`src/rtl/lif_pkg.sv`:
```
// lif_pkg: shared widths, the neuron state encoding and the membrane ceiling
// for the leaky integrate-and-fire core.
//   TAU_W / WEIGHT_W / THR_W : widths of the loader's configuration words
//   VMEM_W                   : membrane potential width (unsigned)
//   VMEM_MAX                 : saturation ceiling of the membrane potential
//   lif_state_t              : INTEGRATE / FIRE / REFRACTORY
package lif_pkg;

  localparam int TAU_W    = 15;
  localparam int WEIGHT_W = 11;
  localparam int THR_W    = 15;
  localparam int VMEM_W   = 16;

  localparam logic [VMEM_W-1:0] VMEM_MAX = '1;

  typedef enum logic [1:0] {
    INTEGRATE  = 2'd0,
    FIRE       = 2'd1,
    REFRACTORY = 2'd2
  } lif_state_t;

endpackage

```
`src/rtl/lif_leak_timer.sv`:
```
// lif_leak_timer: tau-period counter that produces the leak_evt pulse.
// Ports:
//   clk        : system clock
//   rst        : asynchronous active-low reset
//   i_clear    : force the counter to 0 this edge (also holds it at 0)
//   i_tau      : captured leak period in cycles, 0 disables leaking
//   o_leak_evt : high in the cycle whose edge applies a leak
module lif_leak_timer
  import lif_pkg::*;
(
  input  logic             clk,
  input  logic             rst,
  input  logic             i_clear,
  input  logic [TAU_W-1:0] i_tau,
  output logic             o_leak_evt
);

  logic [TAU_W-1:0] r_cnt;

  assign o_leak_evt = (i_tau != '0) && (r_cnt == (i_tau - TAU_W'(1)));

  // Counter runs 0..tau-1 and wraps on the leak event; tau==0 parks it at 0.
  always_ff @(posedge clk or negedge rst) begin
    if (!rst) begin
      r_cnt <= '0;
    end else if (i_clear || o_leak_evt || (i_tau == '0)) begin
      r_cnt <= '0;
    end else begin
      r_cnt <= r_cnt + TAU_W'(1);
    end
  end

endmodule

```
`src/rtl/lif_neuron_core.sv`:
```
// lif_neuron_core: leaky integrate-and-fire neuron fed by the serial config
// loader. Weighted input spikes accumulate into an unsigned, saturating
// membrane potential; a periodic shift leak is applied before each add; a
// threshold crossing emits a one-cycle spike followed by a refractory period.
// Optional build macro: LIF_SPIKE_COUNT_EN adds the spike_count output.
// Ports:
//   clk         : system clock, all state on posedge
//   rst         : asynchronous active-low reset
//   cfg_load    : capture tau/weight/threshold (highest priority)
//   tau         : leak period in cycles (0 = no leak)
//   weight      : unsigned increment per input spike
//   threshold   : fire level (0 = never fire)
//   spike_in    : input spike, sampled each posedge
//   spike_out   : registered one-cycle fire pulse
//   v_mem       : membrane potential
//   refractory  : high while in FIRE or REFRACTORY
//   spike_count : fire count modulo 2^COUNT_W (LIF_SPIKE_COUNT_EN only)
module lif_neuron_core
  import lif_pkg::*;
#(
  parameter int LEAK_SHIFT     = 4,
  parameter int REFRACT_CYCLES = 3,
  parameter int COUNT_W        = 16
) (
  input  logic                clk,
  input  logic                rst,
  input  logic                cfg_load,
  input  logic [TAU_W-1:0]    tau,
  input  logic [WEIGHT_W-1:0] weight,
  input  logic [THR_W-1:0]    threshold,
  input  logic                spike_in,
  output logic                spike_out,
  output logic [VMEM_W-1:0]   v_mem,
  output logic                refractory
`ifdef LIF_SPIKE_COUNT_EN
  ,
  output logic [COUNT_W-1:0]  spike_count
`endif
);

  localparam int RC_W = (REFRACT_CYCLES > 1) ? $clog2(REFRACT_CYCLES) : 1;

  logic [TAU_W-1:0]    r_tau;
  logic [WEIGHT_W-1:0] r_weight;
  logic [THR_W-1:0]    r_thr;
  logic [VMEM_W-1:0]   r_v;
  logic                r_spike;
  lif_state_t          r_state;
  logic [RC_W-1:0]     r_rcnt;

  lif_state_t          w_state_nxt;
  logic [VMEM_W-1:0]   w_v_nxt;
  logic                w_spike_nxt;
  logic [RC_W-1:0]     w_rcnt_nxt;
  logic                w_cross;
  logic                w_leak_evt;
  logic                w_timer_clr;

  function automatic logic [VMEM_W-1:0] apply_leak(input logic [VMEM_W-1:0] v,
                                                   input logic evt);
    return evt ? (v - (v >> LEAK_SHIFT)) : v;
  endfunction

  // 17-bit sum clamped to the ceiling instead of wrapping.
  function automatic logic [VMEM_W-1:0] sat_add(input logic [VMEM_W-1:0] a,
                                                input logic [WEIGHT_W-1:0] b);
    logic [VMEM_W:0] s;
    s = {1'b0, a} + {{(VMEM_W + 1 - WEIGHT_W){1'b0}}, b};
    return s[VMEM_W] ? VMEM_MAX : s[VMEM_W-1:0];
  endfunction

  assign w_cross     = (r_thr != '0) && (r_v >= {1'b0, r_thr});
  // The leak phase only advances on ordinary integrate cycles.
  assign w_timer_clr = cfg_load || (r_state != INTEGRATE) || w_cross;

  lif_leak_timer u_leak_timer (
    .clk        (clk),
    .rst        (rst),
    .i_clear    (w_timer_clr),
    .i_tau      (r_tau),
    .o_leak_evt (w_leak_evt)
  );

  always_comb begin
    w_state_nxt = r_state;
    w_v_nxt     = r_v;
    w_spike_nxt = 1'b0;
    w_rcnt_nxt  = r_rcnt;
    if (cfg_load) begin
      w_state_nxt = INTEGRATE;
      w_v_nxt     = '0;
    end else begin
      case (r_state)
        INTEGRATE: begin
          if (w_cross) begin
            w_v_nxt     = '0;
            w_spike_nxt = 1'b1;
            w_state_nxt = FIRE;
          end else begin
            w_v_nxt = sat_add(apply_leak(r_v, w_leak_evt),
                              spike_in ? r_weight : '0);
          end
        end
        FIRE: begin
          if (REFRACT_CYCLES == 0) begin
            w_state_nxt = INTEGRATE;
          end else begin
            w_state_nxt = REFRACTORY;
            w_rcnt_nxt  = RC_W'(REFRACT_CYCLES - 1);
          end
        end
        REFRACTORY: begin
          w_v_nxt = '0;
          if (r_rcnt == '0) begin
            w_state_nxt = INTEGRATE;
          end else begin
            w_rcnt_nxt = r_rcnt - RC_W'(1);
          end
        end
        default: begin
          w_state_nxt = INTEGRATE;
          w_v_nxt     = '0;
        end
      endcase
    end
  end

  always_ff @(posedge clk or negedge rst) begin
    if (!rst) begin
      r_state <= INTEGRATE;
      r_rcnt  <= '0;
      r_spike <= 1'b0;
      r_v     <= '0;
    end else begin
      r_state <= w_state_nxt;
      r_rcnt  <= w_rcnt_nxt;
      r_spike <= w_spike_nxt;
      r_v     <= w_v_nxt;
    end
  end

  always_ff @(posedge clk or negedge rst) begin
    if (!rst) begin
      r_tau    <= '0;
      r_weight <= '0;
      r_thr    <= '0;
    end else if (cfg_load) begin
      r_tau    <= tau;
      r_weight <= weight;
      r_thr    <= threshold;
    end
  end

`ifdef LIF_SPIKE_COUNT_EN
  logic [COUNT_W-1:0] r_count;

  always_ff @(posedge clk or negedge rst) begin
    if (!rst) begin
      r_count <= '0;
    end else if (cfg_load) begin
      r_count <= '0;
    end else if ((r_state == INTEGRATE) && w_cross) begin
      r_count <= r_count + COUNT_W'(1);
    end
  end

  assign spike_count = r_count;
`endif

  assign spike_out  = r_spike;
  assign v_mem      = r_v;
  assign refractory = (r_state != INTEGRATE);

endmodule
```
`config.mk`:
```
export PLATFORM = sky130hd
export DESIGN_NAME = lif_neuron_core
export DESIGN_NICKNAME = d
export VERILOG_FILES = /design/src/rtl/lif_pkg.sv /design/src/rtl/lif_leak_timer.sv /design/src/rtl/lif_neuron_core.sv
export SDC_FILE = /design/constraint.sdc
export NUM_CORES = 1
export LEC_CHECK = 0
export CAP_MARGIN = 20
export CORE_ASPECT_RATIO = 2
export CORE_MARGIN = 1
export CORE_UTILIZATION = 52
export CTS_CLUSTER_DIAMETER = 40
export DETAILED_ROUTE_END_ITERATION = 10
export PLACE_DENSITY = 0.88
export SETUP_SLACK_MARGIN = 0.2
export SKIP_CTS_REPAIR_TIMING = 1
export SYNTH_ARGS = -nofsm -noshare
export SYNTH_HDL_FRONTEND = slang
export SYNTH_SLANG_ARGS = --single-unit
```
`constraint.sdc`:
```
create_clock -name clk -period 4.7 [get_ports clk]
set_clock_uncertainty 0.05 [all_clocks]
set_input_delay 0.47 -clock clk [delete_from_list [all_inputs] [get_ports clk]]
set_output_delay 0.47 -clock clk [all_outputs]
set_load 0.05 [all_outputs]
```
==> results of run 1 <==
## layout make-up
class / count / share of cell area
Clock buffer: 11 / 0.0321
Tap cell: 137 / 0.0236
Timing Repair Buffer: 120 / 0.147
Sequential cell: 77 / 0.266
Clock inverter: 5 / 0.0117
Multi-Input combinational cell: 480 / 0.496
Inverter: 46 / 0.0238
## worst max-delay path, delay by kind of cell (launching register included)
| family | cells | cell delay [ns] |
|---|---|---|
| flops | 1 | 0.42 |
| buf+inv | 4 | 0.50 |
| compound gates | 9 | 1.48 |
| fa+ha+maj | 2 | 0.57 |
| simple gates | 6 | 1.47 |
## sequential cells by signal, summed over array words and instances, names as in the netlist
name,count
r_rcnt,2
r_state,2
r_tau,15
r_thr,15
r_weight,11
spike_out,1
u_leak_timer.r_cnt,15
v_mem,16
## power groups by stage
stage,clock network (mW),registers (mW),logic (mW)
4_1_cts,0.753,0.837,1.49
3_5_place_dp,0,0.847,1.48
3_3_place_gp,0,0.842,1.41
6_report,0.751,0.842,1.62
2_1_floorplan,0,0.945,0.933
5_1_grt,0.783,0.850,1.76
## logic make-up after synthesis
logic type	share of synthesized area
AOI/OAI and AO/OA	0.163
and+or+nand+nor	0.202
buffers and inverters	0.0468
xor gates and xnor gates	0.0755
adders and majority gates	0.111
DFF	0.346
muxes	0.0560
## stage by stage
step | setup WS [ns] | hold WS [ns]
after global placement | 0.0260 | 0.435
final | 0.0942 | 0.211
after detailed placement | -0.185 | 0.438
after floorplan | 0.0308 | 0.124
after CTS | -0.215 | 0.281
after global routing | -0.0792 | 0.320
## layout by cell type, fill, tap and decap left out, types with 19 or more instances in the layout
cell / netlist / layout
buf_4: 1 / 54
clkdlybuf4s50_1: 0 / 60
dfrtp_1: 77 / 77
ha_1: 46 / 43
inv_1: 46 / 43
mux2_2: 25 / 25
nand2_1: 61 / 61
nor2_1: 44 / 44
o21ai_0: 48 / 40
xnor2_1: 29 / 27
xor2_1: 19 / 19
## final timing paths
kind	start	to	slack, ns	cells past startpoint
worst min-delay path	rst	u_leak_timer.r_cnt[12]$_DFF_PN0_	0.21	1
max in group asynchronous	rst	v_mem[8]$_DFFE_PN0P_	3.72	1
min in group clk	cfg_load	spike_out$_DFF_PN0_	0.41	3
worst max register to register	r_tau[0]$_DFFE_PN0P_	v_mem[14]$_DFFE_PN0P_	0.09	21
worst min register to register	r_weight[2]$_DFFE_PN0P_	r_weight[2]$_DFFE_PN0P_	0.45	1
worst max-delay path	r_tau[0]$_DFFE_PN0P_	v_mem[14]$_DFFE_PN0P_	0.09	21
## routing by layer
metal | GRT usage | wire length (µm)
met1 | 0.292 | 5300
met4 | 0.211 | 1220
met2 | 0.564 | 9120
met3 | 0.0562 | 799
met5 | 0 | 0
==> impl_metrics.env, run 1 <==
export IMPL_status="completed"
export IMPL_layoutNonFillerInstCount=876
export IMPL_die_w_um=75.2
export IMPL_timing_fmax_ghz=0.217
export IMPL_cp_max_fo=6
export IMPL_layout_drive_gt1_share=0.185
export IMPL_synthesis_nets=716
export IMPL_grt_pass1_vias=5575
export IMPL_ant_nets=0
export IMPL_cts_sinks=77
export IMPL_seq_area_mm2=0.00193
export IMPL_multi_input_area_mm2=0.00359
export IMPL_clk_path_buf_depth=2
export IMPL_peakVddDrop_mv=0.347
export IMPL_routed_via_count=5366
export IMPL_arrival_ns=4.78
export IMPL_power_mw=3.21
export IMPL_hold_class="input port to async pin"
export IMPL_synth_top_area_share=0.346
export IMPL_grt_max_degree=78
export IMPL_overflow=0
export IMPL_async_reset_ff_frac=1.00
export IMPL_startpoint_type="flip-flop"
export IMPL_dr_pass1_iters=6
export IMPL_final_area_mm2=0.00725
export IMPL_place_area_mm2=0.00670
export IMPL_power_frac_comb=0.505
export IMPL_p_sw_frac=0.411
export IMPL_clkPwrFrac=0.234
export IMPL_max_slew_margin_rel=0.347
export IMPL_ys_seq_area_frac=0.346
export IMPL_rows=53
export IMPL_drc_errors=0
export IMPL_drv_cap=0
export IMPL_worstPathRequired_ns=4.88
export IMPL_cts_root_buffer="clkbuf_16"
export IMPL_seq_power_share=0.262
export IMPL_syn_area_per_cell_um2=8.93
export IMPL_setup_violations_final=0
export IMPL_rsz0062_at_grt="yes"
export IMPL_grt_pass1_wl_um=25700
export IMPL_clk_pin_slew_ns=0.06
export IMPL_cts_buffers=9
export IMPL_ioPinCount=63
export IMPL_wl_per_cell_um=18.8
export IMPL_min_period_over_period=0.980
export IMPL_yosysMostFrequentCell="dfrtp_1"
export IMPL_via_per_inst=6.13
export IMPL_crit_path_cell_trace="buf_4 > buf_4 > nor3_1 > o211ai_1 > nor4_1 > buf_4 > nand4_1 > or2_4 > o21ai_2 > ha_2 > inv_2 > fa_2 > nor2b_4 > o21ai_2 > a21o_1 > a21oi_4 > a211oi_4 > or3_1 > a2111o_1 > a31oi_2 > a211oi_2"
export IMPL_cts_tree="built"
export IMPL_synth_top_area_cell="dfrtp_1"
export IMPL_drt_iter0_markers=478
export IMPL_fin_util=0.692
export IMPL_synth_edf_count=0
export IMPL_initial_utilization=0.531
export IMPL_fillers=822
export IMPL_synth_cell_type_count=57
export IMPL_intPower_mw=1.89
export IMPL_synth_area_leaders="dfrtp_1, ha_1, mux2_2"
export IMPL_port_buffers=62
export IMPL_fin_crit_ns=4.61
export IMPL_gr_usage_all_layers=0.307
export IMPL_path_common_cell="buf_4"
export IMPL_p_per_area_mw_per_mm2=443
export IMPL_dp_cells=854
export IMPL_core_area_mm2=0.0105
export IMPL_synthesis_area_mm2=0.00557
export IMPL_syn_inst=623
export IMPL_insertion_delay_ns=0.35
export IMPL_final_nets=827
export IMPL_cpMaxStageDelayCell="dfrtp_1"
export IMPL_synth_common_cells="dfrtp_1, nand2_1, o21ai_0"
export IMPL_die_y_um=148
export IMPL_wirelength_um=16400
export IMPL_fp_dieArea_mm2=0.0111
export IMPL_area_delta_synth_final_pct=30.3
export IMPL_fin_setup_tns_ns=0
export IMPL_hpwl_um=12200
export IMPL_worst_pin_slew_ns=0.979
export IMPL_cts_htree_levels=3
export IMPL_slew_viol_final=0
export IMPL_synth_flop_cell="dfrtp_1"
export IMPL_slowest_delay_ns=0.42
export IMPL_switchingPower_mw=1.32
export IMPL_setup_worst_path_end_class="flip-flop"
export IMPL_leakage_nw=3.25
export IMPL_antenna_found_initial=0
export IMPL_gp_congestion=0.930
export IMPL_synth_seq_cells=77
export IMPL_hold_viol=0
export IMPL_ys_warn_count=0
export IMPL_criticalPathCategory="flip-flop to flip-flop"
export IMPL_n_antenna_cell=0
Note: power is estimated with default switching activity, not from simulation.
==> inputs of run 2 (changes only) <==
Settings changed: CORE_MARGIN 1 to not set.
==> results of run 2 <==
Final layout, timing and power as in run 1 (identical DEF).
==> inputs of run 3 (changes only) <==
Settings changed: GPL_ROUTABILITY_DRIVEN set to 0.
==> impl_metrics.env, run 3 (synthesized netlist as in run 1, its figures left out) <==
export IMPL_path_common_cell="o21ai_2"
export IMPL_intPower_mw=1.82
export IMPL_final_common_cell="dfrtp_1"
export IMPL_hold_class="input port to async pin"
export IMPL_crit_buf_inv=1
export IMPL_drt_iter0_markers=364
export IMPL_criticalPathCategory="flip-flop to flip-flop"
export IMPL_die_y_um=148
export IMPL_area_delta_synth_final_pct=27.5
export IMPL_top_layer_used="met4"
export IMPL_routed_via_count=5350
export IMPL_mostFrequentLayoutCells="dfrtp_1, nand2_1, clkdlybuf4s50_1, buf_4"
export IMPL_peakVddDrop_mv=0.276
export IMPL_layout_drive_gt1_share=0.176
export IMPL_critPathLaunch="r_tau[2]$_DFFE_PN0P_"
export IMPL_cts_tree="built"
export IMPL_antenna_found_initial=0
export IMPL_seq_power_share=0.276
export IMPL_clk_pin_slew_ns=0.06
export IMPL_status="completed"
export IMPL_n_antenna_cell=0
export IMPL_worst_pin_slew_ns=0.983
export IMPL_hpwl_um=11500
export IMPL_fin_crit_ns=4.64
export IMPL_core_area_mm2=0.0105
export IMPL_fp_dieArea_mm2=0.0111
export IMPL_cts_sinks=77
export IMPL_wl_met1_um=5260
export IMPL_cpMaxStageDelayCell="or4b_1"
export IMPL_power_frac_comb=0.499
export IMPL_slowest_delay_ns=0.48
export IMPL_clkPwrFrac=0.225
export IMPL_via_per_inst=6.16
export IMPL_timing_fmax_ghz=0.215
export IMPL_slew_viol_final=0
export IMPL_worstPathRequired_ns=4.87
export IMPL_cts_buffers=9
export IMPL_min_period_over_period=0.988
export IMPL_drc_errors=0
export IMPL_ioPinCount=63
export IMPL_insertion_delay_ns=0.34
export IMPL_wirelength_um=15900
export IMPL_timing_final_ws_setup_ns=0.0587
export IMPL_die_w_um=75.2
export IMPL_largest_reg_flops=16
export IMPL_max_slew_margin_rel=0.345
export IMPL_p_sw_frac=0.407
export IMPL_clk_path_buf_depth=2
export IMPL_cts_htree_levels=3
export IMPL_whs_ns=0.231
export IMPL_cp_max_fo=6
export IMPL_port_buffers=62
export IMPL_grt_pass1_vias=5600
export IMPL_wl_met2_um=8460
export IMPL_grt_pass1_wl_um=25500
export IMPL_overflow=0
export IMPL_r2r_start="r_tau[2]$_DFFE_PN0P_"
export IMPL_startpoint_type="flip-flop"
export IMPL_setup_violations_final=0
export IMPL_drv_cap=0
export IMPL_switchingPower_mw=1.25
export IMPL_grt_max_degree=78
export IMPL_fin_util=0.677
export IMPL_wl_per_cell_um=18.3
export IMPL_gr_usage_all_layers=0.303
export IMPL_arrival_ns=4.81
export IMPL_p_per_area_mw_per_mm2=434
export IMPL_cts_root_buffer="clkbuf_16"
export IMPL_dr_wl_met3_um=829
export IMPL_dp_slack_ns=-0.155
export IMPL_initial_utilization=0.531
export IMPL_rows=53
export IMPL_rsz0062_at_grt="yes"
export IMPL_fin_setup_tns_ns=0
export IMPL_leakage_nw=3.20
export IMPL_final_nets=821
export IMPL_ant_nets=0
export IMPL_hold_viol=0
export IMPL_crit_family="simple AND/OR/NAND/NOR gates"
export IMPL_dr_pass1_iters=6
export IMPL_crit_path_cell_trace="nor4_4 > nand4_1 > or4b_1 > o211ai_1 > o22ai_2 > or2_4 > o21ai_2 > ha_2 > inv_2 > fa_2 > nor2b_4 > o21ai_2 > a21o_1 > a21oi_4 > a211oi_4 > or3_1 > a2111o_1 > a31oi_1 > a211oi_1"
export IMPL_setup_worst_path_end_class="flip-flop"
## run 3: layout make-up
cell class,instances,area (µm²)
repair buffers,114,1010
clock buffers,11,243
well taps,137,171
multi-input cells,480,3520
fillers,786,3380
inverters,46,173
flip-flops and latches,77,1930
clock inverters,4,48.8
## run 3: final timing paths
kind,end,slack (ns),cells past startpoint
setup reg to reg,v_mem[14]$_DFFE_PN0P_,0.06,19
min in group clk,r_weight[7]$_DFFE_PN0P_,0.45,1
hold / removal,u_leak_timer.r_cnt[13]$_DFF_PN0_,0.23,1
setup / recovery,v_mem[14]$_DFFE_PN0P_,0.06,19
max in group asynchronous,r_tau[2]$_DFFE_PN0P_,3.67,1
hold reg to reg,r_weight[7]$_DFFE_PN0P_,0.45,1
## run 3: routing by layer
metal,vias up,track usage
li1,2430,-
met1,2558,0.292
met2,254,0.532
met3,108,0.0650
met4,0,0.234
met5,-,0
## run 3: per-stage QoR
stage               total power [mW]  instances  instance area (µm²)
detailed placement              2.29        846                 6640
floorplan                       1.88        623                 5640
finish                          3.08        869                 7100
CTS                             2.99        861                 6930
global route                    3.26        869                 7100
global placement                2.22        846                 6640
## run 3: power by group through the flow
stage / Clock (mW) / Combinational (mW) / Sequential [mW]
2_1_floorplan: 0 / 0.933 / 0.945
3_3_place_gp: 0 / 1.37 / 0.849
3_5_place_dp: 0 / 1.44 / 0.856
4_1_cts: 0.695 / 1.45 / 0.846
5_1_grt: 0.721 / 1.68 / 0.858
6_report: 0.692 / 1.54 / 0.850
## run 3: worst register-to-register path, stage by stage (launching register included)
cell      delay, ns
dfrtp_2        0.45
nor4_4         0.41
nand4_1        0.16
or4b_1         0.48
o211ai_1       0.15
o22ai_2        0.14
or2_4          0.28
o21ai_2        0.13
ha_2           0.21
inv_2          0.05
fa_2           0.38
nor2b_4        0.13
o21ai_2        0.06
a21o_1         0.22
a21oi_4        0.20
a211oi_4       0.09
or3_1          0.32
a2111o_1       0.37
a31oi_1        0.18
a211oi_1       0.07
